## src/rtl/async_fifo_stream_reader.sv

```systemverilog
// Read-side adapter for async_fifo: turns the registered rd_en/empty/rd_data pull
// interface into a valid/ready stream through a small credit-controlled buffer.
module async_fifo_stream_reader #(
    parameter int DATA_WIDTH = 8,
    parameter int BUF_DEPTH  = 4,
    parameter int CNT_WIDTH  = 32
) (
    input  logic                  clk,
    input  logic                  rst,
    input  logic                  fifo_empty,
    output logic                  fifo_rd_en,
    input  logic [DATA_WIDTH-1:0] fifo_rd_data,
    output logic                  m_valid,
    input  logic                  m_ready,
    output logic [DATA_WIDTH-1:0] m_data,
    output logic [CNT_WIDTH-1:0]  words_out,
    output logic [CNT_WIDTH-1:0]  starve_cycles
);

    localparam int PTR_W = $clog2(BUF_DEPTH);
    localparam int OCC_W = $clog2(BUF_DEPTH + 1);

    logic [DATA_WIDTH-1:0] r_buf [BUF_DEPTH];
    logic [OCC_W-1:0]      r_occ;
    logic                  r_inflight;
    logic [PTR_W-1:0]      r_wr_ptr;
    logic [PTR_W-1:0]      r_rd_ptr;
    logic [CNT_WIDTH-1:0]  r_words_out;
    logic [CNT_WIDTH-1:0]  r_starve;

    logic [OCC_W:0]        w_pending;
    logic                  w_credit;
    logic                  w_capture;
    logic                  w_pop;

    // Credits come from registered state only: a same-cycle pop never frees one,
    // which keeps m_ready out of the fifo_rd_en path.
    assign w_pending  = {1'b0, r_occ} + (OCC_W + 1)'(r_inflight);
    assign w_credit   = w_pending < (OCC_W + 1)'(BUF_DEPTH);
    assign fifo_rd_en = !rst && !fifo_empty && w_credit;

    assign w_capture     = r_inflight;
    assign m_valid       = (r_occ != '0);
    assign w_pop         = m_valid && m_ready;
    assign m_data        = r_buf[r_rd_ptr];
    assign words_out     = r_words_out;
    assign starve_cycles = r_starve;

    // NOTE: sequential state uses non-blocking assignments so every register
    // samples the pre-edge values regardless of statement order.
    always_ff @(posedge clk or posedge rst) begin
        if (rst) begin
            r_occ       <= '0;
            r_inflight  <= 1'b0;
            r_wr_ptr    <= '0;
            r_rd_ptr    <= '0;
            r_words_out <= '0;
            r_starve    <= '0;
        end else begin
            r_inflight <= fifo_rd_en;

            if (w_capture) begin
                r_wr_ptr <= r_wr_ptr + 1'b1;
            end

            if (w_pop) begin
                r_rd_ptr    <= r_rd_ptr + 1'b1;
                r_words_out <= r_words_out + 1'b1;
            end

            case ({w_capture, w_pop})
                2'b10:   r_occ <= r_occ + 1'b1;
                2'b01:   r_occ <= r_occ - 1'b1;
                default: r_occ <= r_occ;
            endcase

            if (m_ready && !m_valid && (r_starve != '1)) begin
                r_starve <= r_starve + 1'b1;
            end
        end
    end

    // NOTE: the buffer is reset because m_data reads straight from it and must
    // be 0 out of reset; it is only BUF_DEPTH words, so the cost is small.
    always_ff @(posedge clk or posedge rst) begin
        if (rst) begin
            for (int i = 0; i < BUF_DEPTH; i++) begin
                r_buf[i] <= '0;
            end
        end else if (w_capture) begin
            r_buf[r_wr_ptr] <= fifo_rd_data;
        end
    end

endmodule

```

## config.mk

```make
export PLATFORM = sky130hd
export DESIGN_NAME = async_fifo_stream_reader
export DESIGN_NICKNAME = d
export VERILOG_FILES = /design/src/rtl/async_fifo_stream_reader.sv
export SDC_FILE = /design/constraint.sdc
export NUM_CORES = 1
export LEC_CHECK = 0
export ABC_AREA = 1
export BUFFER_PORTS_ARGS = -buffer_cell sky130_fd_sc_hd__buf_2
export CAP_MARGIN = 20
export CORE_MARGIN = 10
export CORE_UTILIZATION = 40
export CTS_CLUSTER_SIZE = 14
export DETAILED_ROUTE_END_ITERATION = 8
export GPL_TIMING_DRIVEN = 1
export SYNTH_ARGS = -nofsm -noshare
export SYNTH_HDL_FRONTEND = slang
export SYNTH_SLANG_ARGS = --single-unit
```

## constraint.sdc

```tcl
create_clock -name clk -period 5.4 [get_ports clk]
set_clock_uncertainty 0.1 [all_clocks]
set_input_delay 1.08 -clock clk [delete_from_list [all_inputs] [get_ports clk]]
set_output_delay 1.08 -clock clk [all_outputs]
set_load 0.02 [all_outputs]
```

Word-level counts from Yosys, hierarchy flattened
Index checks and enable logic that the tools add are counted.

Flip-flop bits (word level): 104. Latch bits: 0. RAM bits: 0. Bits in read-only memories: 0. Input port bits: 12. Output and inout bits: 74. Logic and storage cells: 44. Memories kept: 0.

Add/subtract/negate cells: 7. Multipliers: 0. Div/mod/pow operators: 0. $lt $le $gt $ge: 4. Equal/unequal tests: 3. Shift operators: 0. Mux-type cells: 7. Bitwise operators: 2. Reduce and logical (&&, ||, !) cells: 11.

Operators with widths (number): $add 32x1->32 const B (2); $bwmux 32 (1); $ne 32x32->1 const B (1); $mux 8 (3); $bmux 8 s2 (1); $demux 8 s2 (1); $ge 3x3->1 const B (2); $logic_and 1x1->1 (6); $not 2->3 (2); $pmux 3 s2 (1); $add 2x1->2 const B (2); $add 3x1->4 (1); $lt 4x3->1 const B (1); $add 3x1->3 const B (1); $logic_not 1->1 (3); $lt 3x1->1 const B (1); $reduce_bool 3->1 (1); $sub 3x1->3 const B (1); $eq 2x1->1 const B (1); $eq 2x2->1 const B (1); $reduce_bool 2->1 (1).

Logic depth before layout (Yosys ltp)
Gate-level depths: netlist of run 1.

Depth in word-level cells: 6. Mapped depth: 11. Gate-level depth less buffers: 10.

Worst setup path after synthesis of run 1
OpenSTA, ideal clock, no wires.

Path kind: input -> output. Start: in fifo_empty. End: out fifo_rd_en. Arrival: 1.846 ns. Data required time: 4.220 ns. Setup slack: 2.374 ns. Cell stages on the path: 1. Path buffers: 0. Cells stage by stage: nor4_1.

Word-level cells in the longest chain between the ends: 3.

RTL lines: from (decl) (line 10) `input logic fifo_empty,`; $logic_not 1->1 (line 40) `assign fifo_rd_en = !rst && !fifo_empty && w_credit;`; $logic_and 1x1->1 (2 in series) (line 40); to (decl) (line 11) `output logic fifo_rd_en,`.

Every way passes these cells.

Worst setup path in the final report of run 1
Start: reg r_rd_ptr[0]. End: out m_data[4].

Word-level cells in the longest chain between the ends: 4.

RTL lines: from (decl) (line 27) `logic [PTR_W-1:0] r_rd_ptr;`; from (signal assigned) (line 67) `r_rd_ptr <= r_rd_ptr + 1'b1;`; $not 2->3 (not written as such) (line 45) `assign m_data = r_buf[r_rd_ptr];`; $bmux 8 s2 (line 45); $mux 8 (not written as such) (2 in series) (line 45); to (decl) (line 15) `output logic [DATA_WIDTH-1:0] m_data,`.

Every way passes these cells. The select of a mux whose other input is x is not followed.

==> metrics.txt, run 1 <==
# TYPE chip_impl_metric gauge
chip_impl_info{name="outcome",value="finished clean"} 1
chip_impl_metric{name="yosys.area_share.simple",unit="%"} 33.4
chip_impl_metric{name="layout.cells.non_filler",unit=""} 1024
chip_impl_metric{name="num-nets-final",unit=""} 859
chip_impl_metric{name="synth_warnings",unit=""} 0
chip_impl_metric{name="dieHeight",unit="um"} 139
chip_impl_metric{name="synthesis_stage_register_bit_count",unit=""} 104
chip_impl_metric{name="fin_crit",unit="ns"} 3.20
chip_impl_metric{name="worstPathRequired",unit="ns"} 4.22
chip_impl_metric{name="final_layout_setup_total_negative_slack",unit="ns"} 0
chip_impl_metric{name="via_per_inst",unit=""} 4.75
chip_impl_info{name="crit_end",value="m_data[4]"} 1
chip_impl_info{name="critPathKind",value="reg -> out"} 1
chip_impl_metric{name="drt_pre_antenna_iters",unit=""} 5
chip_impl_info{name="min-delay-path-class",value="reg -> reg"} 1
chip_impl_metric{name="areal_power_density_over_the_cells",unit="nW/um2"} 379
chip_impl_metric{name="max_stage_delay",unit="ns"} 0.70
chip_impl_info{name="grt_setup_unrepaired",value="false"} 1
chip_impl_metric{name="filler_cell_count",unit=""} 1395
chip_impl_metric{name="synth_seq_area_share",unit="%"} 46.1
chip_impl_metric{name="achievable-frequency",unit="GHz"} 0.313
chip_impl_metric{name="maxSlewViolCount",unit=""} 0
chip_impl_info{name="yosysTopAreaCell",value="dfrtp_1"} 1
chip_impl_metric{name="synth-xor-area-share",unit="%"} 5.43
chip_impl_metric{name="numPortBuffers",unit=""} 85
chip_impl_metric{name="diodes",unit=""} 0
chip_impl_metric{name="grtUsageTotal",unit="%"} 14.7
chip_impl_info{name="worst_setup_path_startpoint",value="r_rd_ptr[0]"} 1
chip_impl_info{name="worstSetupEndpointType",value="output port"} 1
chip_impl_info{name="most_numerous_cell_types_in_the_synthesized_netlist",value="nand2_1, dfrtp_1, nor2_1"} 1
chip_impl_metric{name="postSynthCellCount",unit=""} 756
chip_impl_metric{name="grt_max_degree",unit=""} 68
chip_impl_metric{name="place_hpwl",unit="mm"} 10.4
chip_impl_metric{name="synthesis.area_per_instance",unit="um2"} 7.46
chip_impl_metric{name="finalWirelength",unit="mm"} 14.0
chip_impl_metric{name="number_of_global_route_vias_before_repair",unit=""} 4714
chip_impl_info{name="cts_tree",value="done"} 1
chip_impl_metric{name="dr_total_vias",unit=""} 4866
chip_impl_info{name="regToRegStartpoint",value="starve_cycles[0]"} 1
chip_impl_metric{name="synthDominantCellAreaShare",unit="%"} 46.1
chip_impl_metric{name="leakage_dissipation",unit="nW"} 3.29
chip_impl_metric{name="cts_max_path_buffers",unit=""} 2
chip_impl_info{name="cp_max_stage_cell",value="dfrtp_1"} 1
chip_impl_metric{name="report.final.hold_viol_count",unit=""} 0
chip_impl_metric{name="power.ir.vdd_worst",unit="V"} 0.000173
chip_impl_metric{name="globalRoute.totalOverflow",unit=""} 0
chip_impl_metric{name="insertion_delay",unit="ns"} 0.35
chip_impl_info{name="crit_family",value="flip-flops"} 1
chip_impl_metric{name="cp.arrival",unit="ns"} 2.02
chip_impl_metric{name="tightest_slew",unit="ns"} 0.838
chip_impl_info{name="post-synth-top-count-cell",value="nand2_1"} 1
chip_impl_metric{name="postPlaceCellArea",unit="um2"} 6220
chip_impl_metric{name="synth_area_in_compound_gates",unit="%"} 6.39
chip_impl_metric{name="core_region_area",unit="um2"} 13800
chip_impl_metric{name="max-cap-violations",unit=""} 0
chip_impl_metric{name="cts_buffers",unit=""} 9
chip_impl_metric{name="synth_fa_ha_area_share",unit="%"} 1.91
chip_impl_metric{name="slew-limit-headroom",unit="%"} 44.1
chip_impl_metric{name="cts_stage_hold_buffer_count",unit=""} 0
chip_impl_metric{name="rows",unit=""} 43
chip_impl_metric{name="worst_slack",unit="ns"} 2.20
chip_impl_metric{name="final.period_utilization",unit="%"} 59.2
chip_impl_metric{name="final_area",unit="um2"} 6510
chip_impl_metric{name="critical_path_peak_fanout",unit=""} 18
chip_impl_metric{name="post_cts_resize_count",unit=""} 0
chip_impl_metric{name="timing.reg2reg.worst_path_depth",unit=""} 10
chip_impl_metric{name="die-width",unit="um"} 139
chip_impl_metric{name="layout-area-overhead-vs-synth",unit="%"} 15.3
chip_impl_info{name="post_synth_main_area_contributors",value="dfrtp_1, nand2_1, nor2_1"} 1
chip_impl_metric{name="cts_sinks",unit=""} 104
chip_impl_metric{name="postRouteAntennaNets",unit=""} 0
chip_impl_metric{name="h-tree-depth",unit=""} 3
chip_impl_metric{name="drive_above_1_share",unit="%"} 15.2
chip_impl_metric{name="dp_cells",unit=""} 1008
chip_impl_info{name="top_ff_cell_synth",value="dfrtp_1"} 1
chip_impl_metric{name="antenna_found_initial",unit=""} 0
chip_impl_metric{name="grt_first_pass_wirelength",unit="mm"} 23.8
chip_impl_info{name="cts_root_buffer",value="clkbuf_16"} 1
chip_impl_metric{name="power",unit="mW"} 2.47
chip_impl_info{name="combinational_family_with_the_most_area_after_synthesis",value="simple AND/OR/NAND/NOR gates"} 1
chip_impl_metric{name="async_flop_share",unit="%"} 100
chip_impl_metric{name="routabilityCongestion",unit=""} 0.883
chip_impl_info{name="ordered_cell_list_for_the_critical_path",value="inv_1, o21ai_0, o22ai_1, buf_2"} 1
chip_impl_info{name="critical_path.reg2reg.endpoint",value="starve_cycles[29]"} 1
chip_impl_metric{name="worst-path-buf-inv",unit=""} 2
chip_impl_metric{name="clk_pin_slew_worst_paths",unit="ns"} 0.08
chip_impl_metric{name="postCtsSetupRepairBufs",unit=""} 0
chip_impl_metric{name="synth_edf_count",unit=""} 0
chip_impl_metric{name="post_drt_wl_per_cell",unit="um"} 13.6
chip_impl_metric{name="setup_viol_count_final",unit=""} 0
chip_impl_metric{name="post_synth_instance_area",unit="um2"} 5640
chip_impl_metric{name="placement.setup.worst_slack",unit="ns"} 2.48
chip_impl_metric{name="die_area",unit="um2"} 19300
chip_impl_info{name="worstSetupStartpointType",value="flip-flop"} 1
chip_impl_metric{name="initialDrtViolationCount",unit=""} 321
chip_impl_metric{name="number_of_design_rule_violations_left_after_detail_routing",unit=""} 0
chip_impl_metric{name="i_o_pin_total",unit=""} 86
chip_impl_metric{name="timing.reg2reg.setup_slack",unit="ns"} 3.19
chip_impl_metric{name="synth_mux_area_share",unit="%"} 0
chip_impl_metric{name="floorplan.initialDensity",unit="%"} 40.8
chip_impl_metric{name="synth_cell_type_count",unit=""} 33
chip_impl_metric{name="worstSetupPathDepth",unit=""} 4
chip_impl_metric{name="synthesis.nets",unit=""} 776
[sequential cells by signal, summed over array words and instances (netlist names)]
register	count
r_buf	32
starve_cycles	32
r_inflight	1
r_rd_ptr	2
r_wr_ptr	2
r_occ	3
words_out	32
[placed cells by master, fill, tap and decap left out, types with 2 or more instances in the layout]
master / count
buf_2: 85
clkbuf_16: 9
clkinv_4: 2
dfrtp_1: 104
ha_1: 7
inv_1: 76
inv_2: 2
inv_4: 2
nand2_1: 265
nand2_2: 6
nand3_1: 37
nand3b_1: 9
nand4_1: 6
nor2_1: 94
nor2_2: 9
nor2_4: 4
nor3_1: 6
nor3_2: 2
o21ai_0: 55
o21ai_1: 6
o22ai_1: 8
xnor2_1: 19
xor2_1: 16
[worst register-to-register path, stage by stage (launching register included)]
cell     delay, ns
dfrtp_1       0.44
ha_1          0.29
inv_1         0.11
nor2_4        0.12
nand2_2       0.10
nor2_2        0.12
nand2_2       0.19
nand2_4       0.31
inv_4         0.15
nand2_1       0.10
nand2_1       0.05
[per-layer routing]
layer  GRT usage, %  vias up  share of wire (%)
met1           19.6     2220                 48
met5              0        -                  0
met4           6.04        0                2.0
li1               -     2523                  -
met3           3.29       18                5.0
met2           22.5      105                 45
[where the power goes]
| part | internal [mW] | switching (mW) | total (mW) |
|---|---|---|---|
| clock | 0.330 | 0.308 | 0.638 |
| combinational | 0.252 | 0.454 | 0.706 |
| sequential | 0.964 | 0.157 | 1.12 |
| total | 1.55 | 0.919 | 2.47 |
[logic make-up (layout without fill, tap and decap cells)]
family,after synthesis,count (layout)
and+or+nand+nor,445,445
DFF,104,104
buffers and inverters,94,182
AOI/OAI and AO/OA,70,70
xor gates and xnor gates,35,35
adders and majority gates,8,8
[stage by stage]
| step | util [%] | hold WS, ns |
|---|---|---|
| after floorplan | - | 0.348 |
| after global placement | 45.0 | 0.361 |
| after global routing | 47.1 | 0.408 |
| after CTS | 47.1 | 0.387 |
| final | 47.1 | 0.385 |
| after detailed placement | 45.0 | 0.369 |
[layout make-up]
| class | count | area, um2 | share of cell area [%] |
|---|---|---|---|
| Multi-Input combinational cell | 558 | 2660 | 40.8 |
| Clock inverter | 5 | 41.3 | 0.635 |
| Inverter | 80 | 305 | 4.69 |
| Sequential cell | 104 | 2600 | 40.0 |
| Timing Repair Buffer | 86 | 433 | 6.65 |
| Tap cell | 180 | 225 | 3.46 |
| Clock buffer | 11 | 243 | 3.73 |
[worst min path at each step]
stage	to	startpoint	cells after the start	slack, ns
final	r_buf[14]	r_buf[14]	2	0.38
after global routing	r_buf[31]	r_buf[31]	2	0.41
after CTS	r_buf[11]	r_buf[11]	2	0.39
after detailed placement	r_buf[11]	r_buf[11]	2	0.37
after global placement	r_buf[11]	r_buf[11]	2	0.36
after floorplan	r_buf[10]	r_buf[10]	2	0.35
(Power assumes the default switching activity.)
==> run 2: changes to the inputs <==
==> constraint.sdc (replaced) <==
create_clock -name clk -period 3.17 [get_ports clk]
set_clock_uncertainty 0.1 [all_clocks]
set_input_delay 0.634 -clock clk [delete_from_list [all_inputs] [get_ports clk]]
set_output_delay 0.634 -clock clk [all_outputs]
set_load 0.02 [all_outputs]
==> run 2 against run 1 <==
Effect of this change: count of clock-buffer cells in the layout down 2; combinational power up 76%; clock power up 80%; first-iteration DRC count down 30%; cell count up 0.20%; via count up 1.3%; sequential power up 68%; critical path depth unchanged; core utilization up 0.33 points; non-clock buffer count up 2; worst hold slack worse by 0.22 ns; critical endpoint is now m_data[7]; largest power group unchanged; highest routed layer unchanged.
==> metrics.txt, run 2 (synthesis results as in run 1) <==
# TYPE chip_impl_metric gauge
chip_impl_metric{name="numPortBuffers",unit=""} 85
chip_impl_metric{name="i_o_pin_total",unit=""} 86
chip_impl_metric{name="drive_above_1_share",unit="%"} 15.5
chip_impl_metric{name="final_layout_setup_total_negative_slack",unit="ns"} 0
chip_impl_metric{name="clk_pin_slew_worst_paths",unit="ns"} 0.07
chip_impl_metric{name="number_of_global_route_vias_before_repair",unit=""} 4667
chip_impl_metric{name="areal_power_density_over_the_cells",unit="nW/um2"} 652
chip_impl_metric{name="p_clk_share",unit="%"} 27.0
chip_impl_metric{name="fin_crit",unit="ns"} 2.44
chip_impl_info{name="cts_root_buffer",value="clkbuf_16"} 1
chip_impl_metric{name="dr_total_vias",unit=""} 4929
chip_impl_metric{name="post_cts_resize_count",unit=""} 0
chip_impl_info{name="worstSetupEndpointType",value="output port"} 1
chip_impl_metric{name="via_per_inst",unit=""} 4.80
chip_impl_metric{name="tightest_slew",unit="ns"} 0.539
chip_impl_metric{name="h-tree-depth",unit=""} 3
chip_impl_metric{name="intPower",unit="mW"} 2.70
chip_impl_metric{name="postRouteAntennaNets",unit=""} 0
chip_impl_metric{name="die_area",unit="um2"} 19300
chip_impl_metric{name="diodes",unit=""} 0
chip_impl_metric{name="rows",unit=""} 43
chip_impl_metric{name="core_region_area",unit="um2"} 13800
chip_impl_metric{name="timing.reg2reg.worst_path_depth",unit=""} 10
chip_impl_metric{name="grtUsageTotal",unit="%"} 14.6
chip_impl_info{name="final_cell_mix",value="nand2_1, dfrtp_1, nor2_1, buf_2, inv_1"} 1
chip_impl_metric{name="cts_stage_hold_buffer_count",unit=""} 0
chip_impl_metric{name="share_comb_of_total_power",unit="%"} 29.0
chip_impl_metric{name="placement.setup.worst_slack",unit="ns"} 0.849
chip_impl_metric{name="worstPathRequired",unit="ns"} 2.44
chip_impl_metric{name="worst_slack",unit="ns"} 0.734
chip_impl_metric{name="timing.reg2reg.setup_slack",unit="ns"} 1.04
chip_impl_info{name="worstSetupStartpointType",value="flip-flop"} 1
chip_impl_info{name="outcome",value="finished clean"} 1
chip_impl_metric{name="report.final.hold_viol_count",unit=""} 0
chip_impl_metric{name="cp.arrival",unit="ns"} 1.70
chip_impl_metric{name="die-width",unit="um"} 139
chip_impl_metric{name="grt_use_met3",unit="%"} 3.60
chip_impl_info{name="min-delay-path-class",value="in -> async"} 1
chip_impl_metric{name="insertion_delay",unit="ns"} 0.35
chip_impl_metric{name="filler_cell_count",unit=""} 1408
chip_impl_metric{name="multi_input_gate_area_in_the_final_layout",unit="um2"} 2660
chip_impl_metric{name="dieHeight",unit="um"} 139
chip_impl_metric{name="cts_max_path_buffers",unit=""} 2
chip_impl_metric{name="critical_path_peak_fanout",unit=""} 10
chip_impl_metric{name="antenna_found_initial",unit=""} 0
chip_impl_metric{name="num-nets-final",unit=""} 861
chip_impl_info{name="cts_tree",value="done"} 1
chip_impl_metric{name="share_seq_of_total_power",unit="%"} 44.0
chip_impl_info{name="critical_path.reg2reg.endpoint",value="starve_cycles[4]"} 1
chip_impl_metric{name="postCtsSetupRepairBufs",unit=""} 0
chip_impl_metric{name="cts_sinks",unit=""} 104
chip_impl_metric{name="achievable-frequency",unit="GHz"} 0.410
chip_impl_metric{name="place_hpwl",unit="mm"} 10.4
chip_impl_metric{name="grt_max_degree",unit=""} 63
chip_impl_metric{name="floorplan.initialDensity",unit="%"} 40.8
chip_impl_metric{name="number_of_design_rule_violations_left_after_detail_routing",unit=""} 0
chip_impl_metric{name="groute.layer.met1.usage",unit="%"} 19.8
chip_impl_metric{name="setup_viol_count_final",unit=""} 0
chip_impl_metric{name="maxSlewViolCount",unit=""} 0
chip_impl_metric{name="power.switching_fraction",unit="%"} 36.8
chip_impl_info{name="global_route_hottest_layer",value="met2"} 1
chip_impl_metric{name="post_drt_wl_per_cell",unit="um"} 13.8
chip_impl_metric{name="grt_use_met2",unit="%"} 22.4
chip_impl_metric{name="net-switching-power",unit="mW"} 1.57
chip_impl_metric{name="layout-area-overhead-vs-synth",unit="%"} 16.1
chip_impl_metric{name="power.ir.vdd_worst",unit="V"} 0.000239
chip_impl_info{name="grt_setup_unrepaired",value="false"} 1
chip_impl_metric{name="cts_buffers",unit=""} 9
chip_impl_metric{name="leakage_dissipation",unit="nW"} 3.30
chip_impl_info{name="critPathKind",value="reg -> out"} 1
chip_impl_metric{name="grt_first_pass_wirelength",unit="mm"} 23.8
chip_impl_metric{name="globalRoute.totalOverflow",unit=""} 0
chip_impl_metric{name="finalWirelength",unit="mm"} 14.1
chip_impl_metric{name="initialDrtViolationCount",unit=""} 224
chip_impl_metric{name="sequential_cell_area",unit="um2"} 2600
chip_impl_metric{name="final.period_utilization",unit="%"} 76.9
chip_impl_metric{name="slew-limit-headroom",unit="%"} 64.0
chip_impl_metric{name="drt_pre_antenna_iters",unit=""} 5
chip_impl_info{name="commonest_non_fill_non_tap_cell_in_the_layout",value="nand2_1"} 1
chip_impl_metric{name="max-cap-violations",unit=""} 0
chip_impl_info{name="regToRegStartpoint",value="starve_cycles[0]"} 1
chip_impl_metric{name="routabilityCongestion",unit=""} 0.878
-- run 2: cell types whose count changed in the layout (fill, tap and decap cells not counted), sizes merged --
cell      before  now
inv           81   82
clkbuf        11    9
clkinv         3    1
buf           86   88
bufinv         0    1
clkinvlp       1    3
-- run 2: layout make-up --
| type | count | share of cell area [%] |
|---|---|---|
| repair buffers | 88 | 7.03 |
| flip-flops and latches | 104 | 39.7 |
| inverters | 80 | 4.68 |
| well taps | 180 | 3.44 |
| clock inverters | 7 | 1.16 |
| multi-input cells | 558 | 40.5 |
| clock buffers | 9 | 3.44 |
-- run 2: worst max path at each step --
stage                     start         end  slack [ns]  cells past startpoint
floorplan            fifo_empty  fifo_rd_en        1.04                      1
global placement        m_ready    r_occ[2]        0.89                      9
detailed placement      m_ready    r_occ[2]        0.85                      9
CTS                 r_rd_ptr[1]   m_data[7]        0.74                      4
global route        r_rd_ptr[0]   m_data[4]        0.59                      4
finish              r_rd_ptr[1]   m_data[7]        0.73                      4
-- run 2: power groups by stage --
stage | clock network, mW | registers [mW] | logic [mW]
after CTS | 1.19 | 1.88 | 1.27
after floorplan | 0 | 1.91 | 0.874
after detailed placement | 0 | 1.90 | 1.26
final | 1.15 | 1.88 | 1.24
after global routing | 1.23 | 1.93 | 1.43
after global placement | 0 | 1.90 | 1.25
-- run 2: per-stage QoR --
| step | instance area [um2] | power (mW) | instances | hold slack [ns] | utilization, % |
|---|---|---|---|---|---|
| final | 6550 | 4.27 | 1026 | 0.170 | 47.4 |
| after global routing | 6550 | 4.60 | 1026 | 0.184 | 47.4 |
| after CTS | 6550 | 4.34 | 1026 | 0.164 | 47.4 |
| after detailed placement | 6250 | 3.17 | 1010 | 0.368 | 45.2 |
| after global placement | 6250 | 3.15 | 1010 | 0.360 | 45.2 |
| after floorplan | 5650 | 2.78 | 756 | 0.348 | - |
-- run 2: per-layer routing --
metal  part of all wire [%]  up-vias
li1                       -     2522
met1                     49     2296
met2                     45       96
met3                    4.4       15
met4                    1.5        0
met5                      0        -
-- run 2: critical path, stage by stage (launching register included) --
cell and delay (ns):
dfrtp_1 0.52, inv_1 0.28, o21ai_0 0.13, o22ai_1 0.20, buf_2 0.21
==> run 3: changes to the inputs <==
==> constraint.sdc (replaced) <==
create_clock -name clk -period 2.3 [get_ports clk]
set_clock_uncertainty 0.1 [all_clocks]
set_input_delay 0.46 -clock clk [delete_from_list [all_inputs] [get_ports clk]]
set_output_delay 0.46 -clock clk [all_outputs]
set_load 0.02 [all_outputs]
==> run 3 against run 2 <==
Effect of this change: register-to-register slack got worse by 0.80 ns; count of clock-buffer cells in the layout increased by 1; critical path type unchanged; sequential power up 38%; global-route usage rose by 0.16 points; combinational power is 50% higher; critical path depth is the same.
==> metrics.txt, run 3 (synthesis results as in run 1) <==
# TYPE chip_impl_metric gauge
chip_impl_info{name="outcome",value="finished clean"} 1
chip_impl_metric{name="placement.setup.worst_slack",unit="ns"} 0.166
chip_impl_metric{name="achievable-frequency",unit="GHz"} 0.467
chip_impl_metric{name="critical_path_peak_fanout",unit=""} 8
chip_impl_metric{name="setup_viol_count_final",unit=""} 0
chip_impl_metric{name="power.switching_fraction",unit="%"} 36.5
chip_impl_metric{name="routabilityCongestion",unit=""} 0.842
chip_impl_info{name="min-delay-path-class",value="in -> reg"} 1
chip_impl_metric{name="share_comb_of_total_power",unit="%"} 30.4
chip_impl_metric{name="maxSlewViolCount",unit=""} 0
chip_impl_metric{name="postPlaceCellArea",unit="um2"} 6300
chip_impl_metric{name="worstSetupPathDepth",unit=""} 4
chip_impl_metric{name="globalRoute.totalOverflow",unit=""} 0
chip_impl_info{name="crit_family",value="buffers and inverters"} 1
chip_impl_metric{name="areal_power_density_over_the_cells",unit="nW/um2"} 917
chip_impl_metric{name="tightest_slew",unit="ns"} 0.558
chip_impl_info{name="ordered_cell_list_for_the_critical_path",value="inv_1, o21ai_0, o22ai_1, buf_2"} 1
chip_impl_metric{name="report.final.hold_viol_count",unit=""} 0
chip_impl_metric{name="insertion_delay",unit="ns"} 0.35
chip_impl_info{name="worstSetupEndpointType",value="output port"} 1
chip_impl_metric{name="i_o_pin_total",unit=""} 86
chip_impl_metric{name="dr_total_vias",unit=""} 4931
chip_impl_metric{name="final.period_utilization",unit="%"} 93.1
chip_impl_metric{name="die-width",unit="um"} 139
chip_impl_metric{name="power",unit="mW"} 6.12
chip_impl_metric{name="drive_above_1_share",unit="%"} 16.6
chip_impl_metric{name="intPower",unit="mW"} 3.88
chip_impl_metric{name="drt_pre_antenna_iters",unit=""} 4
chip_impl_metric{name="share_seq_of_total_power",unit="%"} 42.3
chip_impl_metric{name="postLayoutCoreUtil",unit="%"} 48.2
chip_impl_info{name="worstSetupStartpointType",value="flip-flop"} 1
chip_impl_metric{name="power.ir.vdd_worst",unit="V"} 0.000399
chip_impl_metric{name="antenna_found_initial",unit=""} 0
chip_impl_metric{name="clk_pin_slew_worst_paths",unit="ns"} 0.08
chip_impl_info{name="cp_max_stage_cell",value="dfrtp_1"} 1
chip_impl_metric{name="finalWirelength",unit="mm"} 14.2
chip_impl_metric{name="fin_hold_ws",unit="ns"} 0.171
chip_impl_metric{name="max_stage_delay",unit="ns"} 0.45
chip_impl_metric{name="diodes",unit=""} 0
chip_impl_metric{name="worstPathRequired",unit="ns"} 1.74
chip_impl_metric{name="core_region_area",unit="um2"} 13800
chip_impl_info{name="grt_setup_unrepaired",value="false"} 1
chip_impl_metric{name="grt_first_pass_wirelength",unit="mm"} 24.0
chip_impl_metric{name="timing.reg2reg.worst_path_depth",unit=""} 10
chip_impl_metric{name="dp_cells",unit=""} 1016
chip_impl_metric{name="dieHeight",unit="um"} 139
chip_impl_metric{name="cts_buffers",unit=""} 9
chip_impl_metric{name="layout-area-overhead-vs-synth",unit="%"} 18.2
chip_impl_info{name="final_cell_mix",value="nand2_1, dfrtp_1, nor2_1, buf_2, inv_1"} 1
chip_impl_metric{name="num-nets-final",unit=""} 871
chip_impl_metric{name="worst-path-buf-inv",unit=""} 2
chip_impl_metric{name="cts_sinks",unit=""} 104
chip_impl_metric{name="grt_max_degree",unit=""} 105
chip_impl_metric{name="filler_cell_count",unit=""} 1405
chip_impl_metric{name="die_area",unit="um2"} 19300
chip_impl_metric{name="number_of_global_route_vias_before_repair",unit=""} 4746
chip_impl_info{name="commonest_non_fill_non_tap_cell_in_the_layout",value="nand2_1"} 1
chip_impl_metric{name="cp.arrival",unit="ns"} 1.58
chip_impl_metric{name="cts_max_path_buffers",unit=""} 2
chip_impl_metric{name="cts_stage_hold_buffer_count",unit=""} 0
chip_impl_metric{name="p_clk_share",unit="%"} 27.3
chip_impl_metric{name="final_area",unit="um2"} 6670
chip_impl_info{name="cts_tree",value="done"} 1
chip_impl_metric{name="h-tree-depth",unit=""} 3
chip_impl_info{name="cts_root_buffer",value="clkbuf_16"} 1
chip_impl_metric{name="fin_crit",unit="ns"} 2.14
chip_impl_metric{name="numPortBuffers",unit=""} 85
chip_impl_metric{name="worst_slack",unit="ns"} 0.159
chip_impl_metric{name="rows",unit=""} 43
chip_impl_info{name="critPathKind",value="reg -> out"} 1
chip_impl_metric{name="slew-limit-headroom",unit="%"} 62.8
chip_impl_metric{name="final_layout_setup_total_negative_slack",unit="ns"} 0
chip_impl_metric{name="leakage_dissipation",unit="nW"} 3.37
chip_impl_metric{name="hold-path-cell-count",unit=""} 2
chip_impl_metric{name="initialDrtViolationCount",unit=""} 378
chip_impl_metric{name="place_hpwl",unit="mm"} 10.5
chip_impl_metric{name="floorplan.initialDensity",unit="%"} 40.8
chip_impl_metric{name="post_drt_wl_per_cell",unit="um"} 13.8
chip_impl_metric{name="number_of_design_rule_violations_left_after_detail_routing",unit=""} 0
chip_impl_metric{name="grtUsageTotal",unit="%"} 14.8
chip_impl_metric{name="postRouteAntennaNets",unit=""} 0
chip_impl_metric{name="via_per_inst",unit=""} 4.76
chip_impl_metric{name="max-cap-violations",unit=""} 0
chip_impl_metric{name="layout.cells.non_filler",unit=""} 1036
chip_impl_metric{name="net-switching-power",unit="mW"} 2.23
run 3: cell types whose count changed in the layout (fill, tap and decap cells not counted):
cell        previous run  this run
inv_8                  0         2
nand2_8                0         1
clkinvlp_4             3         2
buf_12                 1         2
buf_4                  2        11
inv_1                 76        75
clkinv_2               1         0
clkbuf_8               0         1
nand2_4                1         0
run 3: final timing paths:
path / start / to / slack, ns
worst min-delay path: fifo_empty / r_inflight / 0.17
worst max register to register: starve_cycles[0] / starve_cycles[13] / 0.24
min in group asynchronous: rst / r_occ[2] / 0.18
max in group asynchronous: rst / starve_cycles[15] / 1.51
worst min register to register: r_buf[17] / r_buf[17] / 0.39
worst max-delay path: r_rd_ptr[1] / m_data[7] / 0.16
run 3: power by group through the flow:
stage / Combinational (mW) / Sequential [mW] / Clock (mW)
after global routing: 2.13 / 2.65 / 1.77
after detailed placement: 1.81 / 2.62 / 0
after floorplan: 1.20 / 2.63 / 0
final: 1.86 / 2.59 / 1.67
after global placement: 1.79 / 2.60 / 0
after CTS: 1.82 / 2.58 / 1.70
run 3: repair_timing:
action,in CTS,in global routing
endpoints found under the setup margin,0,18
gates resized for setup,0,2
endpoints found under the hold margin,0,0
setup buffers,0,4
run 3: layout make-up:
cell class                      count  area, um2  area share (%)
Clock buffer                       10        239            3.58
Clock inverter                      6       78.8            1.18
Inverter                           80        310            4.65
Multi-Input combinational cell    558       2670            40.0
Sequential cell                   104       2600            39.0
Tap cell                          180        225            3.38
Timing Repair Buffer               98        548            8.22
run 3: metal layers:
layer | global-route usage [%] | part of all wire [%] | vias to the layer above
met3 | 3.32 | 4.2 | 18
met2 | 23.4 | 46 | 81
met4 | 4.61 | 1.5 | 0
met5 | 0 | 0 | -
met1 | 19.6 | 48 | 2285
li1 | - | - | 2547
